[src/rtl/ex_mem_flag_stage_pkg.sv]
// rtl/ex_mem_flag_stage_pkg.sv - shared opcodes, branch conditions, widths and flag reset values
package ex_mem_flag_stage_pkg;

    localparam int DW_DEF = 16;
    localparam int RW_DEF = 4;

    localparam logic [2:0] OP_ADD = 3'b000;
    localparam logic [2:0] OP_SUB = 3'b001;
    localparam logic [2:0] OP_XOR = 3'b010;
    localparam logic [2:0] OP_RED = 3'b011;

    localparam logic [2:0] BR_NEQ    = 3'b000;
    localparam logic [2:0] BR_EQ     = 3'b001;
    localparam logic [2:0] BR_GT     = 3'b010;
    localparam logic [2:0] BR_LT     = 3'b011;
    localparam logic [2:0] BR_GTE    = 3'b100;
    localparam logic [2:0] BR_LTE    = 3'b101;
    localparam logic [2:0] BR_OVFL   = 3'b110;
    localparam logic [2:0] BR_UNCOND = 3'b111;

    localparam logic FLAG_Z_RST = 1'b1;
    localparam logic FLAG_V_RST = 1'b0;
    localparam logic FLAG_N_RST = 1'b0;

    // Only the arithmetic ops produce meaningful V/N; everything else updates Z alone.
    function automatic logic op_loads_all_flags(input logic [2:0] op);
        return (op == OP_ADD) || (op == OP_SUB);
    endfunction

endpackage

[src/rtl/ex_mem_flag_stage_br_cond_eval.sv]
// rtl/ex_mem_flag_stage_br_cond_eval.sv - branch condition evaluator, shared with the decode predictor
module br_cond_eval
    import ex_mem_flag_stage_pkg::*;
(
    input  logic [2:0] cond,
    input  logic       z,
    input  logic       v,
    input  logic       n,
    output logic       take
);

    always_comb begin
        take = 1'b0;
        case (cond)
            BR_NEQ:    take = ~z;
            BR_EQ:     take = z;
            BR_GT:     take = ~z & ~n;
            BR_LT:     take = n;
            BR_GTE:    take = z | (~z & ~n);
            BR_LTE:    take = n | z;
            BR_OVFL:   take = v;
            BR_UNCOND: take = 1'b1;
            default:   take = 1'b0;
        endcase
    end

endmodule

[src/rtl/ex_mem_flag_stage.sv]
// rtl/ex_mem_flag_stage.sv - EX/MEM register with Z/V/N flags and branch resolve; BR_STATS_EN adds branch counters
module ex_mem_flag_stage
    import ex_mem_flag_stage_pkg::*;
#(
    parameter int DW = DW_DEF,
    parameter int RW = RW_DEF
) (
    input  logic          clk,
    input  logic          rst_n,
    input  logic          stall,
    input  logic          flush,
    input  logic          ex_valid,
    input  logic [2:0]    ex_op,
    input  logic [DW-1:0] ex_alu_out,
    input  logic          ex_z,
    input  logic          ex_v,
    input  logic          ex_n,
    input  logic          ex_set_flags,
    input  logic          ex_is_br,
    input  logic [2:0]    ex_br_cond,
    input  logic [DW-1:0] ex_br_target,
    input  logic [RW-1:0] ex_rd,
    input  logic          ex_we,
    input  logic          ex_mem_rd,
    input  logic          ex_mem_wr,
    input  logic [DW-1:0] ex_store_data,
    output logic          mem_valid,
    output logic [DW-1:0] mem_alu_out,
    output logic [RW-1:0] mem_rd,
    output logic          mem_we,
    output logic          mem_mem_rd,
    output logic          mem_mem_wr,
    output logic [DW-1:0] mem_store_data,
    output logic          flag_z,
    output logic          flag_v,
    output logic          flag_n,
    output logic          br_taken,
    output logic [DW-1:0] br_target
`ifdef BR_STATS_EN
    ,
    output logic [15:0]   br_total,
    output logic [15:0]   br_taken_cnt
`endif
);

    logic cond_take;
    logic advance;

    // Branches see only committed flags, so a flag-setter one slot ahead is already visible.
    br_cond_eval u_br_cond_eval (
        .cond (ex_br_cond),
        .z    (flag_z),
        .v    (flag_v),
        .n    (flag_n),
        .take (cond_take)
    );

    assign advance   = ~stall & ~flush;
    assign br_taken  = ex_valid & ex_is_br & cond_take & ~flush;
    assign br_target = ex_br_target;

    always_ff @(posedge clk or negedge rst_n) begin
        if (!rst_n) begin
            mem_valid      <= 1'b0;
            mem_alu_out    <= '0;
            mem_rd         <= '0;
            mem_we         <= 1'b0;
            mem_mem_rd     <= 1'b0;
            mem_mem_wr     <= 1'b0;
            mem_store_data <= '0;
            flag_z         <= FLAG_Z_RST;
            flag_v         <= FLAG_V_RST;
            flag_n         <= FLAG_N_RST;
        end else if (flush) begin
            mem_valid  <= 1'b0;
            mem_we     <= 1'b0;
            mem_mem_rd <= 1'b0;
            mem_mem_wr <= 1'b0;
        end else if (!stall) begin
            mem_valid      <= ex_valid;
            mem_alu_out    <= ex_alu_out;
            mem_rd         <= ex_rd;
            mem_we         <= ex_valid & ex_we;
            mem_mem_rd     <= ex_valid & ex_mem_rd;
            mem_mem_wr     <= ex_valid & ex_mem_wr;
            mem_store_data <= ex_store_data;
            if (ex_valid && ex_set_flags) begin
                flag_z <= ex_z;
                if (op_loads_all_flags(ex_op)) begin
                    flag_v <= ex_v;
                    flag_n <= ex_n;
                end
            end
        end
    end

`ifdef BR_STATS_EN
    logic br_adv;
    assign br_adv = ex_valid & ex_is_br & advance;

    always_ff @(posedge clk or negedge rst_n) begin
        if (!rst_n) begin
            br_total     <= 16'd0;
            br_taken_cnt <= 16'd0;
        end else if (br_adv) begin
            if (br_total != 16'hFFFF)
                br_total <= br_total + 16'd1;
            if (br_taken && (br_taken_cnt != 16'hFFFF))
                br_taken_cnt <= br_taken_cnt + 16'd1;
        end
    end
`else
    logic unused_advance;
    assign unused_advance = advance;
`endif

endmodule

[config.mk]
export PLATFORM = sky130hd
export DESIGN_NAME = ex_mem_flag_stage
export DESIGN_NICKNAME = d
export VERILOG_FILES = /design/src/rtl/ex_mem_flag_stage_pkg.sv /design/src/rtl/ex_mem_flag_stage_br_cond_eval.sv /design/src/rtl/ex_mem_flag_stage.sv
export SDC_FILE = /design/constraint.sdc
export NUM_CORES = 1
export LEC_CHECK = 0
export BUFFER_PORTS_ARGS = -buffer_cell sky130_fd_sc_hd__buf_2
export CAP_MARGIN = 25
export CELL_PAD_IN_SITES_DETAIL_PLACEMENT = 1
export CELL_PAD_IN_SITES_GLOBAL_PLACEMENT = 1
export CORE_MARGIN = 8
export CORE_UTILIZATION = 30
export CTS_CLUSTER_DIAMETER = 50
export CTS_CLUSTER_SIZE = 16
export DETAILED_ROUTE_END_ITERATION = 8
export GPL_ROUTABILITY_DRIVEN = 0
export GPL_TIMING_DRIVEN = 0
export PLACE_DENSITY_LB_ADDON = 0.1
export SYNTH_ARGS = -nofsm -noshare
export SYNTH_HDL_FRONTEND = slang
export SYNTH_SLANG_ARGS = --single-unit
[constraint.sdc]
create_clock -name clk -period 1.3 [get_ports clk]
set_input_delay 0.065 -clock clk [delete_from_list [all_inputs] [get_ports clk]]
set_output_delay 0.065 -clock clk [all_outputs]
set_load 0.01 [all_outputs]
# After elaboration in Yosys (flattened, before gate mapping)
# Cells that the tools add are included.
totals:
  register_bits: 43
  in_bits: 71
  out_inout_bits: 60
  word_cells: 48
op_classes:
  n_eq_ne: 9
  mux: 9
  bitwise: 13
  n_reduce_logical: 7
ops:
  columns: ["operator", "n"]
  rows:
  - ["$eq 3x3->1 const B", 4]
  - ["$mux 1", 8]
  - ["$pmux 1 s8", 1]
  - ["$and 1x1->1", 7]
  - ["$eq 3x1->1 const B", 2]
  - ["$eq 3x2->1 const B", 2]
  - ["$logic_not 3->1", 2]
  - ["$not 1->1", 4]
  - ["$reduce_and 4->1", 1]
  - ["$reduce_and 3->1", 1]
  - ["$ne 2x1->1 const B", 1]
  - ["$or 1x1->1", 2]
  - ["$reduce_and 2->1", 1]
  - ["$logic_and 1x1->1", 1]
  - ["$logic_or 1x1->1", 1]

# Depth between registers and ports, before layout
# Gate-level depths: netlist of run 1.
depth:
  word_depth: 6
  ltp_mapped: 4
  mapped_depth_nobuf: 3

# By module
# Synthesis of run 1 repeated with hierarchy kept, for this count alone.
unflattened:
  cells_unflattened: 127
  hier_area_um2: 1845.5
by_module_without_submodules:
  columns: ["module", "instances", "cells_each", "area_each_um2", "seq_area_each_um2"]
  rows:
  - ["ex_mem_flag_stage", 1, 116, 1769.2, 1077.3]
  - ["br_cond_eval", 1, 11, 76.3, 0.0]

# Least setup slack after synthesis of run 1
# Ideal clock, no wire load.
synth_timing:
  kind: "flip-flop to output port"
  startpoint: "reg flag_n"
  endpoint: "out br_taken"
  t_arrival_ps: 1160
  t_required_ps: 1235
  path_slack_ps: 75
  stages_incl_launch_ff: 4
  n_path_buf: 0
  path_cell_list: "dfrtp_1 -> inv_1 -> o311a_1 -> o311a_1"
synth_between:
  elab_chain_cells: 6
  elab_cells_between_ends: 7
  cone_classes: "1 x mux; 6 x bitwise"
synth_lines:
  columns: ["element", "line", "text"]
  rows:
  - ["from (decl)", "ex_mem_flag_stage.sv:36", "output logic flag_n,"]
  - ["from (signal assigned)", "ex_mem_flag_stage.sv:91", "flag_n <= ex_n;"]
  - ["$not 1->1", "ex_mem_flag_stage_br_cond_eval.sv:17, ex_mem_flag_stage_br_cond_eval.sv:19", null]
  - ["$and 1x1->1", "ex_mem_flag_stage_br_cond_eval.sv:17, ex_mem_flag_stage_br_cond_eval.sv:19", null]
  - ["$or 1x1->1", "ex_mem_flag_stage_br_cond_eval.sv:19", "BR_GTE: take = z | (~z & ~n);"]
  - ["$pmux 1 s8 *", "ex_mem_flag_stage_br_cond_eval.sv:14", "case (cond)"]
  - ["$and 1x1->1 * (2 in a row)", "ex_mem_flag_stage.sv:59", "assign br_taken = ex_valid & ex_is_br & cond_take & ~flush;"]
  - ["to (decl)", "ex_mem_flag_stage.sv:37", "output logic br_taken,"]
# Every way passes the cells marked *; elsewhere a longest branch is shown, timed or not.

# Worst setup path in the final report of run 1
layout_timing:
  startpoint: "reg flag_z"
  endpoint: "out br_taken"
layout_between:
  elab_chain_cells: 6
  elab_cells_between_ends: 7
  cone_classes: "1 x mux; 6 x bitwise"
layout_lines:
  columns: ["element", "line", "text"]
  rows:
  - ["from (decl)", "ex_mem_flag_stage.sv:34", "output logic flag_z,"]
  - ["from (signal assigned)", "ex_mem_flag_stage.sv:88", "flag_z <= ex_z;"]
  - ["$not 1->1", "ex_mem_flag_stage_br_cond_eval.sv:15, ex_mem_flag_stage_br_cond_eval.sv:17, ex_mem_flag_stage_br_cond_eval.sv:19", null]
  - ["$and 1x1->1", "ex_mem_flag_stage_br_cond_eval.sv:17, ex_mem_flag_stage_br_cond_eval.sv:19", null]
  - ["$or 1x1->1", "ex_mem_flag_stage_br_cond_eval.sv:19", null]
  - ["$pmux 1 s8 *", "ex_mem_flag_stage_br_cond_eval.sv:14", null]
  - ["$and 1x1->1 * (2 in a row)", "ex_mem_flag_stage.sv:59", null]
# Marks and branches as above.

==> metrics, run 1 <==
kind of critical path=reg2out; outcome=complete, but fails checks; fin. max-slew vios=0; Total GRT Usage=12.9%; Min Hold Slack=~10 ps; Clock Path Buffers=2; worst hold path class=in2reg; PD cells=1240 nW/um2; CP startpoint kind=flip-flop; Crit Path Max Fanout=5; die area=between 8000 and 9000 um2; Hold Path Cell Cnt=2; worst path required time=1240 ps; Area growth, synth to finish=63.3%; clock skew=0 ps; register-to-register setup slack=230 ps; Max stage delay on crit path=400 ps; Wirelength per Cell=approximately 16 um; post-layout min period=~1600 ps; syn_nets=197; initial DRC count=39; FP Rows=28; commonest non-fill, non-tap cell in the layout=buf_2; pre-CTS setup slack=-11.3 ps; r2r worst-path depth=3; R2R Path End=flag_n; Hold Violations, Final=0; clock sink count=43; Seq/Total Area, Yosys=between 50% and 60%; Boundary Pins=around 130; Initial Utilization=31.2%; fin worst setup slack=-272 ps; CP Cell Sequence=o311a_1 > o311a_1 > buf_2; DIE WIDTH=94.8 um; CTS tree=built; largest net degree at the start of global routing=44; max-cap violations=0; # DRC=0; Worst Path Arrival=~1500 ps; total grt overflow=0; Final Cycle Share=121%; final WL=5830 um; failing checks=setup timing; syn avg cell area=14.8 um2; post-synthesis register bit count=43; Worst setup startpoint=flag_z; ANT cells=0; first-pass GRT wire length=9040 um; Synth Cell Area=1860 um2; core area=5960 um2; proportion of layout cells with a drive suffix above 1=approximately 65%; worst slew pin tran=276 ps; clock slew at reported path FFs=~80 ps; Die Ht=between 90 and 100 um; fin area=3040 um2; Worst-Skew Late Latency=290 ps; Detailed Place HPWL=4170 um; post-layout instance count excluding filler cells=359; Cell variety after synth=21; Ys Warns=0; Layout Nets=354; Static Leak=0.00151 uW; Setup crit end kind=output pin; Mapped Cells=126; antenna viol nets, final=0; vias in the first global route=1799; placed cells=313; CTS buffer count=5; Root Buffer=clkbuf_8; slowest stage cell, crit path=dfstp_2; drt pass-1 iters=2; initial antenna violation count=0; Post-DP Area=2510 um2; H-tree levels=2; Max Clock Freq=636 MHz; Buffers on Ports=112; Setup violations, final=1; Max VDD drop=0.729 mV; most used cell, CP=o311a_1; vias per std cell=approximately 4.4; most frequent cells in the layout=buf_2 (112), dfrtp_1 (42), mux2_2 (37), dlygate4sd3_1 (34), buf_4 (19); worst relative slew slack=81.6%; RSZ-0062 raised after global routing=yes; Setup crit end=br_taken; reg-to-reg startpoint=flag_n; Vias=1586
layout make-up:
cell class	count	area (um2)
buffer	20	165
multi-input combinational	62	619
clock inverter	3	67.6
clock buffer	5	68.8
fill	664	2920
inverter	1	3.75
sequential	43	1080
timing repair buffer	150	943
tap	75	93.8
routing by layer:
layer / up-vias / global-route usage [%] / part of all wire, %
li1: 739 / - / -
met1: 759 / 14.3 / 38
met2: 84 / 22.0 / 48
met3: 4 / 6.03 / 13
met4: 0 / 3.51 / 0.55
met5: - / 0 / 0
metrics by stage:
stage	TNS (ps)	util, %	total power [uW]
after global routing	-321	51.0	3970
after detailed placement	-11.3	42.2	2450
final	-272	51.0	3770
after global placement	-16.4	42.2	2440
after floorplan	0	-	2050
after CTS	-270	49.5	3790
power breakdown:
part	internal [uW]	switching (uW)	total, uW	leakage (uW)
combinational	510	394	905	0.000934
clock	766	469	1240	0.0000644
sequential	1530	96.9	1630	0.000513
total	2810	960	3770	0.00151
critical path: cells and delay by family (launching register included):
kind / cells / cell delay, ps
DFF: 1 / 400
AOI/OAI and AO/OA: 2 / 680
buffers and inverters: 1 / 140
state kept, by name (all words and copies together) (netlist names):
| signal | cells |
|---|---|
| mem_valid | 1 |
| flag_v | 1 |
| mem_mem_wr | 1 |
| mem_alu_out | 16 |
| flag_z | 1 |
| mem_store_data | 16 |
| mem_rd | 4 |
| flag_n | 1 |
| mem_we | 1 |
| mem_mem_rd | 1 |
logic make-up (layout without fill, tap and decap cells):
logic type	count (synthesis)	count (layout)	synth area share [%]
flip-flops	43	43	57.9
multiplexers	39	39	23.6
buffers and inverters	21	179	9.08
AND/OR/NAND/NOR	15	15	6.12
AO/OA/AOI/OAI	8	8	3.30
worst min-delay path by stage:
stage | from | endpoint | slack [ps]
after detailed placement | rst_n | mem_store_data[13] | 280
final | ex_rd[2] | mem_rd[2] | 10
after floorplan | rst_n | flag_n | -230
after CTS | ex_rd[3] | mem_rd[3] | 0.5
after global placement | ex_v | flag_v | 280
after global routing | ex_alu_out[2] | mem_alu_out[2] | 2
synthesized netlist by cell type, drive strengths merged:
master	count	area, um2
dfrtp	42	1050
mux2	39	439
buf	20	165
nor2	6	38.8
a22oi	3	22.5
nand2b	2	12.5
nand3b	2	15.0
o311a	2	20.0
a211oi	1	7.51
a21oi	1	5.00
a31oi	1	6.26
dfstp	1	26.3
inv	1	3.75
nand2	1	3.75
nand3	1	5.00
nand4b	1	8.76
nor2b	1	6.26
nor4b	1	23.8
repair_timing:
action	in CTS	in global routing
hold buffers	29	5
hold endpoints to repair	73	5
resized for setup	0	2
setup endpoints to repair	1	1
setup buffers	1	2
gates cloned	0	0
pin swaps	0	2
(Power assumes the default switching activity.)
==> run 2, diff against run 1 <==
Settings changed: HOLD_SLACK_MARGIN set to 0.02.
==> metrics, run 2 (synthesis results as in run 1) <==
outcome=complete, but fails checks; failing checks=setup timing; worst hold path class=in2reg; clock slew at reported path FFs=80 ps (about the same); CTS tree=built; register area=1080 um2 (unchanged); FP Rows=28 (unchanged); final WL=5940 um (+1.9%); first-pass GRT wire length=9200 um (+1.7%); CTS buffer count=5 (unchanged); PD cells=1220 nW/um2 (-1.8%); Die Ht=94.8 um (unchanged); vias in the first global route=1849 (+2.8%); Vias=1601 (+0.95%); proportion of layout cells with a drive suffix above 1=63.9% (-1.6 points); initial DRC count=38 (-2.6%); commonest non-fill, non-tap cell in the layout=buf_2; clock sink count=43 (unchanged); clock skew=0 ps (unchanged); initial antenna violation count=0 (unchanged); Hold Violations, Final=0 (unchanged); CP startpoint kind=flip-flop; fin worst setup slack=-277 ps (-4.42 ps); Worst-Skew Late Latency=290 ps (about the same); Initial Utilization=31.2% (unchanged); footprint of the multi-input gates=619 um2 (unchanged); total grt overflow=0 (unchanged); Total GRT Usage=13.1% (+0.18 points); drt pass-1 iters=3 (+1); Layout Nets=361 (+2.0%); ANT cells=0 (unchanged); kind of critical path=reg2out; core area=5960 um2 (unchanged); top flop regs=mem_alu_out: 16 flops, mem_store_data: 16 flops, mem_rd: 4 flops; max-cap violations=0 (unchanged); Final Cycle Share=121% (+0.34 points); Tot Pwr=3790 uW (+0.47%); largest net degree at the start of global routing=44 (unchanged); vias per std cell=4.37 (-0.98%); Max VDD drop=0.752 mV (+3.1%); RSZ-0062 raised after global routing=yes; most frequent cells in the layout=buf_2 (112), dfrtp_1 (42), dlygate4sd3_1 (41), mux2_2 (37), buf_4 (19); Root Buffer=clkbuf_8; Boundary Pins=131 (unchanged); worst path required time=1240 ps (about the same); Setup crit end kind=output pin; DIE WIDTH=94.8 um (unchanged); Clock Path Buffers=2 (unchanged); fin. max-slew vios=0 (unchanged); Static Leak=0.00154 uW (+1.9%); antenna viol nets, final=0 (unchanged); worst relative slew slack=80.8% (-0.73 points); # DRC=0 (unchanged); worst slew pin tran=287 ps (+11.5 ps); Wirelength per Cell=16.2 um (about the same); H-tree levels=2 (unchanged); Area growth, synth to finish=67.1%; post-layout min period=1580 ps (+4.42 ps); Detailed Place HPWL=4170 um (unchanged); Worst Path Arrival=1510 ps (about the same); Fill cells=663 (-0.15%); Setup violations, final=1 (unchanged); Min Hold Slack=37.4 ps (+27.5 ps); die area=8980 um2 (unchanged); Buffers on Ports=112 (unchanged); Max Clock Freq=634 MHz (-0.28%); Crit Path Max Fanout=5 (unchanged)
[run 2: per-stage QoR]
step | util [%] | worst slack [ps] | setup TNS [ps] | area (um2) | cells
floorplan | - | 74.8 | 0 | 1860 | 126
global placement | 42.2 | -16.4 | -16.4 | 2510 | 313
detailed placement | 42.2 | -11.3 | -11.3 | 2510 | 313
CTS | 51.4 | -270 | -270 | 3060 | 362
global route | 52.2 | -326 | -326 | 3110 | 366
finish | 52.2 | -277 | -277 | 3110 | 366
[run 2: per-layer routing]
metal | track usage, % | share of wire [%] | up-vias | wire [um]
met5 | 0 | 0 | - | 0
met4 | 3.51 | 0.54 | 0 | 32
met3 | 6.27 | 13 | 4 | 783
met2 | 22.7 | 49 | 84 | 2920
met1 | 14.1 | 37 | 761 | 2210
li1 | - | - | 752 | -
[run 2: area by class of cell]
type / instances / share of cell area [%]
multi-input cells: 62 / 19.9
clock buffers: 5 / 2.21
well taps: 75 / 3.02
inverters: 1 / 0.121
clock inverters: 3 / 2.17
plain buffers: 20 / 5.31
flip-flops and latches: 43 / 34.6
repair buffers: 157 / 32.6
[run 2: worst paths after layout]
check                               startpoint                end  slack, ps  depth (start not counted)
worst max-delay path                    flag_z           br_taken       -280                          3
worst min-delay path                 ex_mem_rd         mem_mem_rd         40                          3
worst max register to register          flag_n             flag_n        240                          3
worst min register to register  mem_alu_out[6]     mem_alu_out[6]        510                          1
max in group asynchronous                rst_n             flag_z        580                          3
min in group asynchronous                rst_n  mem_store_data[9]        180                          2
[run 2: worst max-delay path: stages, from the launching register on]
cell and delay [ps]:
dfstp_2 400, o311a_1 330, o311a_1 350, buf_2 140
[run 2: timing repair]
action                     in CTS  in global routing
pin swaps                       0                  2
gates resized for setup         0                  2
setup buffers                   1                  2
hold buffers                   40                  1
setup endpoints to repair       1                  1
hold endpoints to repair       84                  1
[run 2: power by group]
group	total, uW	leakage [uW]	switching, uW	internal (uW)
logic	925	0.000963	401	524
registers	1630	0.000513	99.0	1530
clock network	1230	0.0000644	464	766
